<file path="config.mk">
export PLATFORM = sky130hd
export DESIGN_NAME = ei_axi4_wr_responder
export DESIGN_NICKNAME = d
export VERILOG_FILES = /design/src/rtl/ei_axi4_wr_responder.sv
export SDC_FILE = /design/constraint.sdc
export NUM_CORES = 1
export LEC_CHECK = 0
export CAP_MARGIN = 20
export CORE_MARGIN = 4
export CORE_UTILIZATION = 50
export DETAILED_ROUTE_END_ITERATION = 8
export GPL_TIMING_DRIVEN = 1
export PLACE_DENSITY = 0.77
export SETUP_SLACK_MARGIN = 0.1
export SKIP_CTS_REPAIR_TIMING = 1
export SLEW_MARGIN = 10
export SYNTH_ARGS = -nofsm -noshare
export SYNTH_HDL_FRONTEND = slang
export SYNTH_SLANG_ARGS = --single-unit
export TNS_END_PERCENT = 100
</file>
<file path="constraint.sdc">
create_clock -name aclk -period 7.61 [get_ports aclk]
set_input_delay 1.522 -clock aclk [delete_from_list [all_inputs] [get_ports aclk]]
set_output_delay 1.522 -clock aclk [all_outputs]
set_load 0.02 [all_outputs]
</file>
<file path="src/rtl/ei_axi4_wr_responder.sv">
// AXI4 slave write responder: takes one AW burst at a time, consumes its W beats,
// emits one registered memory write per beat and returns a single B response.
module ei_axi4_wr_responder #(
  parameter int ADDR_WIDTH = 16,
  parameter int DATA_WIDTH = 32,
  parameter int ID_WIDTH   = 4
) (
  input  logic                    aclk,
  input  logic                    areset,
  input  logic [ID_WIDTH-1:0]     awid,
  input  logic [ADDR_WIDTH-1:0]   awaddr,
  input  logic [7:0]              awlen,
  input  logic [2:0]              awsize,
  input  logic [1:0]              awburst,
  input  logic                    awvalid,
  output logic                    awready,
  input  logic [DATA_WIDTH-1:0]   wdata,
  input  logic [DATA_WIDTH/8-1:0] wstrb,
  input  logic                    wlast,
  input  logic                    wvalid,
  output logic                    wready,
  output logic [ID_WIDTH-1:0]     bid,
  output logic [1:0]              bresp,
  output logic                    bvalid,
  input  logic                    bready,
  output logic                    mem_we,
  output logic [ADDR_WIDTH-1:0]   mem_addr,
  output logic [DATA_WIDTH-1:0]   mem_wdata,
  output logic [DATA_WIDTH/8-1:0] mem_wstrb
);
  localparam int STRB_W = DATA_WIDTH / 8;
  localparam logic [2:0] SIZE_MAX = 3'($clog2(STRB_W));
  localparam logic [ADDR_WIDTH-1:0] A_ONE = {{(ADDR_WIDTH-1){1'b0}}, 1'b1};

  typedef enum logic [1:0] {S_IDLE, S_DATA, S_RESP} state_t;
  state_t r_state, w_state_nxt;

  // captured burst context
  logic [ID_WIDTH-1:0]   r_id;
  logic [ADDR_WIDTH-1:0] r_addr;
  logic [7:0]            r_len, r_cnt;
  logic [2:0]            r_size;
  logic [1:0]            r_burst;
  logic                  r_err, r_sup;

  // registered outputs
  logic                  r_awready, r_wready, r_bvalid, r_mem_we;
  logic [ID_WIDTH-1:0]   r_bid;
  logic [1:0]            r_bresp;
  logic [ADDR_WIDTH-1:0] r_mem_addr;
  logic [DATA_WIDTH-1:0] r_mem_wdata;
  logic [STRB_W-1:0]     r_mem_wstrb;

  logic w_aw_hs, w_w_hs, w_b_hs, w_last, w_fin, w_wlast_err;
  logic w_aw_size_err, w_aw_wrap_err;
  logic [ADDR_WIDTH-1:0] w_aw_mask, w_inc, w_bound, w_addr_incr, w_addr_wrap, w_addr_nxt;

  assign w_aw_hs     = awvalid & r_awready;
  assign w_w_hs      = wvalid & r_wready;
  assign w_b_hs      = r_bvalid & bready;
  assign w_last      = (r_cnt == r_len);
  assign w_fin       = w_w_hs & w_last;
  assign w_wlast_err = wlast ^ w_last;

  // Conditions that make the whole burst unwritable are judged once, at AW time.
  assign w_aw_mask     = (A_ONE << awsize) - A_ONE;
  assign w_aw_size_err = (awsize > SIZE_MAX);
  assign w_aw_wrap_err = (awburst == 2'b10) &&
                         (!(awlen == 8'd1 || awlen == 8'd3 || awlen == 8'd7 || awlen == 8'd15) ||
                          ((awaddr & w_aw_mask) != '0));

  // Beat address arithmetic; the wrap bound (len+1)*inc is a shift because inc is a power of two.
  assign w_inc       = A_ONE << r_size;
  assign w_bound     = (ADDR_WIDTH'(r_len) + A_ONE) << r_size;
  assign w_addr_incr = (r_addr & ~(w_inc - A_ONE)) + w_inc;
  assign w_addr_wrap = (r_addr & ~(w_bound - A_ONE)) | ((r_addr + w_inc) & (w_bound - A_ONE));

  // Next beat address; reserved burst type behaves as INCR.
  always_comb begin
    w_addr_nxt = w_addr_incr;
    case (r_burst)
      2'b00:   w_addr_nxt = r_addr;
      2'b10:   w_addr_nxt = w_addr_wrap;
      default: w_addr_nxt = w_addr_incr;
    endcase
  end

  // State register.
  always_ff @(posedge aclk or posedge areset) begin
    if (areset) r_state <= S_IDLE;
    else        r_state <= w_state_nxt;
  end

  // Next-state logic: final beat is decided by the beat count, not by wlast.
  always_comb begin
    w_state_nxt = r_state;
    case (r_state)
      S_IDLE:  if (w_aw_hs) w_state_nxt = S_DATA;
      S_DATA:  if (w_fin)   w_state_nxt = S_RESP;
      S_RESP:  if (w_b_hs)  w_state_nxt = S_IDLE;
      default: w_state_nxt = S_IDLE;
    endcase
  end

  // Burst context capture and per-beat address/count/error tracking.
  always_ff @(posedge aclk or posedge areset) begin
    if (areset) begin
      r_id <= '0; r_addr <= '0; r_len <= '0; r_size <= '0; r_burst <= '0;
      r_cnt <= '0; r_err <= 1'b0; r_sup <= 1'b0;
    end else if (w_aw_hs) begin
      r_id    <= awid;
      r_addr  <= awaddr;
      r_len   <= awlen;
      r_size  <= awsize;
      r_burst <= awburst;
      r_cnt   <= '0;
      r_sup   <= w_aw_size_err | w_aw_wrap_err;
      r_err   <= w_aw_size_err | w_aw_wrap_err | (awburst == 2'b11);
    end else if (w_w_hs) begin
      r_addr <= w_addr_nxt;
      r_cnt  <= r_cnt + 8'd1;
      r_err  <= r_err | w_wlast_err;
    end
  end

  // Handshake outputs follow the next state so they are registered yet never lag the FSM.
  always_ff @(posedge aclk or posedge areset) begin
    if (areset) begin
      r_awready <= 1'b0; r_wready <= 1'b0; r_bvalid <= 1'b0;
      r_bid <= '0; r_bresp <= '0;
    end else begin
      r_awready <= (w_state_nxt == S_IDLE);
      r_wready  <= (w_state_nxt == S_DATA);
      r_bvalid  <= (w_state_nxt == S_RESP);
      if (w_fin) begin
        r_bid   <= r_id;
        r_bresp <= (r_err | w_wlast_err) ? 2'b10 : 2'b00;
      end
    end
  end

  // One memory write per accepted beat, unless the burst was judged unwritable.
  always_ff @(posedge aclk or posedge areset) begin
    if (areset) begin
      r_mem_we <= 1'b0; r_mem_addr <= '0; r_mem_wdata <= '0; r_mem_wstrb <= '0;
    end else begin
      r_mem_we <= w_w_hs & ~r_sup;
      if (w_w_hs) begin
        r_mem_addr  <= r_addr;
        r_mem_wdata <= wdata;
        r_mem_wstrb <= wstrb;
      end
    end
  end

  assign awready   = r_awready;
  assign wready    = r_wready;
  assign bvalid    = r_bvalid;
  assign bid       = r_bid;
  assign bresp     = r_bresp;
  assign mem_we    = r_mem_we;
  assign mem_addr  = r_mem_addr;
  assign mem_wdata = r_mem_wdata;
  assign mem_wstrb = r_mem_wstrb;
endmodule

</file>
==> qor.txt, run 1 <==
outcome: completed
yosys synthesis warning count: 0
antenna violations before repair: 0
drt wl/cell: 17.1 um
Post-synth ARST share: 100%
crit path buf inv count: 1
Max stage delay on crit path: 0.64 ns
CP top delay family: compound AO/OA/AOI/OAI gates
ys flop type: dfrtp_1
internal power: 1910 uW
syn_area_per_cell: 7.98 um^2
post-synthesis sequential area ratio: 37.5%
Detail Route Antenna Nets: 0
area delta synth->final: 24.2%
diode count: 0
worst hold-check path type: flop to flop
relative slew slack: 44.4%
Synth cell types: 84
element type at the critical path start: flop
syn nets: 980
fin area: 0.00879 mm^2
WS Path Type: flop to flop
DIE WIDTH: 127 um
Remaining Overflow, GRT: 0
CTS H-tree lvls: 3
CP dominant cell by count: a211oi_1
worst path cell trace: buf_4, or2_2, nor2_1, ha_1, ha_1, a21oi_1, o32ai_1, a211oi_1, a211oi_1, a21oi_1, o21ai_0, a211oi_1, a22o_1, mux2_2
Final Routed Wirelength: 20000 um
LEAKAGE: 0.00390 uW
Starting Density: 51.0%
RePlAce Congestion: 0.923
GRT Total Usage: 24.6%
DR pass1 iterations: 6
Setup crit end kind: flop
clock network fraction of design power: 13.6%
FILL cells: 1213
setup_tns: 0 ns
area of the mapped netlist: 0.00708 mm^2
worst-skew pair later-pin latency: 0.36 ns
HPWL after DPL: 14500 um
crit path DAT: 4.47 ns
fin crit share: 55.5%
port bufs: 135
TritonCTS Buffers: 9
CTS sink cnt: 106
root buf cell: clkbuf_16
Util after Layout: 63.3%
first-pass GRT wire length: 32200 um
Top Ports: 137
total number of vias: 6723
Sequential Power Share: 28.4%
placed instance area: 0.00847 mm^2
Comb pwr share: 58.0%
RSZ-0062 raised after global routing: false
initial DRC count: 709
final-report hold violation count: 0
chip height: 127 um
CP required: 7.85 ns
CP Max Fanout: 24
layout cells sized above 1: 5.56%
Post-synth EDFFs: 0
CTS clock-pin slew for the worst setup and hold paths: 0.08 ns
largest net degree at the start of global routing: 67
# nets final: 1077
Highest Clock Rate: 237 MHz
DRC: 0
Post-Syn Instances: 887
Multi-input gate area: 0.00409 mm^2
switching pwr: 1740 uW
Max IR drop VDD: 0.000218 V
# setup viols final: 0
Tmin final: 4.23 ns
Hold WS: 0.442 ns
vias in the first global route: 6217
clock buffer depth: 2
Power Density: 415 mW/mm^2
CORE AREA: 0.0139 mm^2
Slowest-stage cell, CP: dfrtp_1
Max Cap Violations: 0
die area: 0.0161 mm^2
Final Max Slew Viols: 0
Sw Ratio: 47.7%
Slew @ Worst Pin: 0.834 ns
Reg area: 0.00265 mm^2
vias per cell: 5.75
flops & latches, synth: 106
# rows: 43
CTS tree: yes
Setup Skew: 0.0110 ns
cell usage after synthesis (5+ instances only):
cell / number / area, um^2
mux2i_1: 6 / 60.1
a211oi_1: 13 / 97.6
o21a_1: 6 / 45.0
mux2_2: 6 / 67.6
or3_1: 7 / 43.8
a21o_1: 7 / 52.6
o22ai_1: 5 / 31.3
clkbuf_1: 36 / 135
and2_1: 6 / 37.5
nand3b_1: 5 / 37.5
nor2_1: 60 / 225
o31ai_1: 6 / 45.0
nand2b_1: 8 / 50.1
nand2_1: 248 / 931
inv_1: 22 / 82.6
dfrtp_1: 106 / 2650
a31oi_1: 11 / 68.8
nor2b_1: 8 / 50.1
a21oi_1: 40 / 200
nor3_1: 16 / 80.1
nand3_1: 17 / 85.1
buf_2: 11 / 55.1
xnor2_1: 23 / 201
buf_4: 5 / 37.5
nor4_1: 8 / 50.1
o21ai_0: 44 / 220
ha_1: 17 / 213
nand4_1: 9 / 56.3
and3_1: 7 / 43.8
o211ai_1: 7 / 52.6
a311oi_1: 6 / 52.6
xor2_1: 23 / 201
logic make-up after synthesis:
logic type                 share of synthesized area, %
other                                            0.0530
and+or+nand+nor                                    28.1
buffers and inverters                              4.83
xor gates and xnor gates                           5.69
adders and majority gates                          3.29
muxes                                              1.96
DFF                                                37.5
AOI/OAI and AO/OA                                  18.6
final timing paths:
check	slack [ns]	from	end	cells after the start
max	3.38	r_size[0]$_DFFE_PP0P_	flop	14
min	0.44	r_sup$_DFFE_PP0P_	mem_we$_DFF_PP0_	1
max reg2reg	3.38	r_size[0]$_DFFE_PP0P_	flop	14
min reg2reg	0.44	r_sup$_DFFE_PP0P_	mem_we$_DFF_PP0_	1
max in group asynchronous	4.84	areset	mem_addr[14]$_DFFE_PP0P_	3
min in group asynchronous	1.53	areset	mem_wdata[5]$_DFFE_PP0P_	2
stage by stage:
stage | power (uW) | std cells | setup slack (ns)
after floorplan | 2470 | 887 | 3.30
after global placement | 3090 | 1153 | 3.68
after detailed placement | 3130 | 1153 | 3.53
after CTS | 3640 | 1169 | 3.48
after global routing | 3910 | 1169 | 3.19
final | 3650 | 1169 | 3.38
per-layer routing:
metal	vias up	share of wire (%)	track usage [%]
met5	-	0	0
met4	0	2.1	7.89
met3	33	6.6	4.81
met2	266	47	39.6
met1	3136	45	33.7
li1	3288	-	-
power groups by stage:
| stage | Clock (uW) | Combinational (uW) | Sequential, uW |
|---|---|---|---|
| after floorplan | 0 | 1420 | 1060 |
| after global placement | 0 | 2060 | 1030 |
| after detailed placement | 0 | 2090 | 1040 |
| after CTS | 504 | 2100 | 1030 |
| after global routing | 523 | 2320 | 1070 |
| final | 495 | 2120 | 1040 |
layout by cell type (no fill, tap or decap), types with 11 or more instances in the layout:
cell type / count
a21oi_1: 40
dfrtp_1: 106
ha_1: 17
nand3_1: 17
a31oi_1: 11
xor2_1: 23
nand2_1: 247
clkdlybuf4s50_1: 135
nor2_1: 60
a211oi_1: 13
o21ai_0: 44
nor3_1: 16
xnor2_1: 23
inv_1: 21
cell type report:
type,instances,area share (%)
clock inverters,7,1.10
repair buffers,144,16.1
inverters,22,0.968
multi-input cells,701,46.5
flip-flops and latches,106,30.2
clock buffers,9,2.56
well taps,180,2.56
No activity file was read; power rests on OpenSTA's default activity.
==> run 2: changes to the inputs <==
--- a/config.mk
+++ b/config.mk
@@ -7,10 +7,10 @@
 export LEC_CHECK = 0
 export CAP_MARGIN = 20
 export CORE_MARGIN = 4
-export CORE_UTILIZATION = 50
+export CORE_UTILIZATION = 48
 export DETAILED_ROUTE_END_ITERATION = 8
 export GPL_TIMING_DRIVEN = 1
-export PLACE_DENSITY = 0.77
+export PLACE_DENSITY = 0.78
 export SETUP_SLACK_MARGIN = 0.1
 export SKIP_CTS_REPAIR_TIMING = 1
 export SLEW_MARGIN = 10
==> constraint.sdc (replaced) <==
create_clock -name aclk -period 3.62 [get_ports aclk]
set_input_delay 0.724 -clock aclk [delete_from_list [all_inputs] [get_ports aclk]]
set_output_delay 0.724 -clock aclk [all_outputs]
set_load 0.02 [all_outputs]
==> run 2 against run 1 <==
Net effect: global-route usage fell by 0.12 points; sequential power rose by 100%; critical path depth fell by 5; first-iteration DRC count fell by 7.3%; non-clock buffer count rose by 17; maximum frequency rose by 28%; worst hold slack got worse by 0.013 ns.
==> qor.txt, run 2 (same netlist as run 1, synthesis figures left out) <==
Remaining Overflow, GRT: 0 (unchanged)
Detail Route Antenna Nets: 0 (unchanged)
DRC: 0 (unchanged)
fin crit share: 91.1% (+36 points)
CP Max Fanout: 14 (-42%)
largest net degree at the start of global routing: 63 (-6.0%)
die area: 0.0168 mm^2 (+3.9%)
root buf cell: clkbuf_16
relative slew slack: 45.3% (+0.91 points)
CTS H-tree lvls: 3 (unchanged)
final-report hold violation count: 0 (unchanged)
WS Path Type: flop to flop
CP startpoint: r_len[3]$_DFFE_PP0P_
CP required: 3.86 ns (-3.99 ns)
Tmin final: 3.30 ns (-0.930 ns)
element type at the critical path start: flop
total number of vias: 6784 (+0.91%)
setup_tns: 0 ns (unchanged)
Max IR drop VDD: 0.000695 V (+220%)
RSZ-0062 raised after global routing: false
drt wl/cell: 17.1 um (about the same)
RePlAce Congestion: 1.00 (+8.6%)
first-pass GRT wire length: 32800 um (+2.0%)
# rows: 44 (+2.3%)
R2R depth: 9 (-5)
most common cell after layout, fill and taps aside: nand2_1
worst-skew pair later-pin latency: 0.36 ns (about the same)
Starting Density: 48.9% (-2.1 points)
Highest Clock Rate: 303 MHz (+28%)
CORE AREA: 0.0145 mm^2 (+4.3%)
TritonCTS Buffers: 9 (unchanged)
# setup viols final: 0 (unchanged)
CTS clock-pin slew for the worst setup and hold paths: 0.08 ns (about the same)
worst hold-check path type: flop to flop
HPWL after DPL: 15000 um (+3.2%)
antenna violations before repair: 0 (unchanged)
Final Routed Wirelength: 20300 um (+1.8%)
CTS tree: yes
DIE WIDTH: 129 um (+1.9%)
Top Ports: 137 (unchanged)
CTS sink cnt: 106 (unchanged)
DR pass1 iterations: 7 (+1)
area delta synth->final: 26.7%
crit path DAT: 3.53 ns (-0.94 ns)
vias in the first global route: 6376 (+2.6%)
reg-to-reg critical path startpoint: r_len[3]$_DFFE_PP0P_
Final Max Slew Viols: 0 (unchanged)
clock buffer depth: 2 (unchanged)
Placed Cells: 1173 (+1.7%)
final cell count without fillers: 1190 (+1.8%)
Slew @ Worst Pin: 0.817 ns (-0.0167 ns)
# nets final: 1094 (+1.6%)
port bufs: 135 (unchanged)
outcome: completed
chip height: 129 um (+1.9%)
R2R Setup Slk: 0.32 ns (-3.06 ns)
GRT Total Usage: 24.5% (-0.12 points)
layout cells sized above 1: 7.75% (+2.2 points)
Setup crit end kind: flop
diode count: 0 (unchanged)
vias per cell: 5.70 (-0.87%)
Setup Skew: 0.00929 ns (-0.00171 ns)
Max Cap Violations: 0 (unchanged)
LEAKAGE: 0.00398 uW (+2.2%)
initial DRC count: 657 (-7.3%)
most frequent cells in the layout: nand2_1, clkdlybuf4s50_1, dfrtp_1, nor2_1, o21ai_0
Power Density: 874 mW/mm^2 (+110%)
-- run 2: cell count changes in the layout (fill, tap and decap cells not counted), sizes merged --
cell      change
clkinv        -2
clkbuf        +1
buf          +17
clkinvlp      +1
-- run 2: worst min-delay path by stage --
| stage | slack [ns] | startpoint | cells past startpoint | end |
|---|---|---|---|---|
| after floorplan | 0.40 | r_sup$_DFFE_PP0P_ | 1 | mem_we$_DFF_PP0_ |
| after global placement | 0.41 | r_sup$_DFFE_PP0P_ | 1 | mem_we$_DFF_PP0_ |
| after detailed placement | 0.43 | r_sup$_DFFE_PP0P_ | 1 | mem_we$_DFF_PP0_ |
| after CTS | 0.43 | r_sup$_DFFE_PP0P_ | 1 | mem_we$_DFF_PP0_ |
| after global routing | 0.44 | r_sup$_DFFE_PP0P_ | 1 | mem_we$_DFF_PP0_ |
| final | 0.43 | r_sup$_DFFE_PP0P_ | 1 | mem_we$_DFF_PP0_ |
-- run 2: critical path, cell delays in order, from the launching register on --
cell and delay (ns):
dfrtp_1 0.61, and4_1 0.38, and4_4 0.28, nor4_1 0.06, a221o_2 0.41, nor4b_4 0.41, nand2_2 0.12, or4_1 0.47
nand3_1 0.10, mux2_1 0.33
-- run 2: cell type report --
type	count	area (um^2)
inverters	22	85.1
well taps	184	230
repair buffers	161	1580
flip-flops and latches	106	2660
clock buffers	10	229
fillers	1278	5510
clock inverters	6	82.6
multi-input cells	701	4110
-- run 2: layer usage --
layer	share of wire, %	vias up	GRT usage, %
li1	-	3321	-
met1	44	3196	34.0
met2	48	236	39.7
met3	6.1	31	4.12
met4	2.0	0	7.27
met5	0	-	0
-- run 2: metrics by stage --
step	hold WS, ns	util (%)	setup WS (ns)	instance area, um^2	power [uW]
2_1_floorplan	0.403	-	0.103	7090	5210
3_3_place_gp	0.414	59.6	0.290	8630	6670
3_5_place_dp	0.426	59.6	0.253	8630	6720
4_1_cts	0.434	61.7	0.229	8940	7790
5_1_grt	0.442	61.9	0.112	8970	8430
6_report	0.429	61.9	0.324	8970	7840
-- run 2: report_power, final --
group          leakage (uW)  internal, uW  total (uW)  switching (uW)
Clock              0.000148           553        1040             484
Sequential          0.00132          1620        2100             477
Combinational       0.00252          1990        4700            2710
Total               0.00398          4160        7840            3670
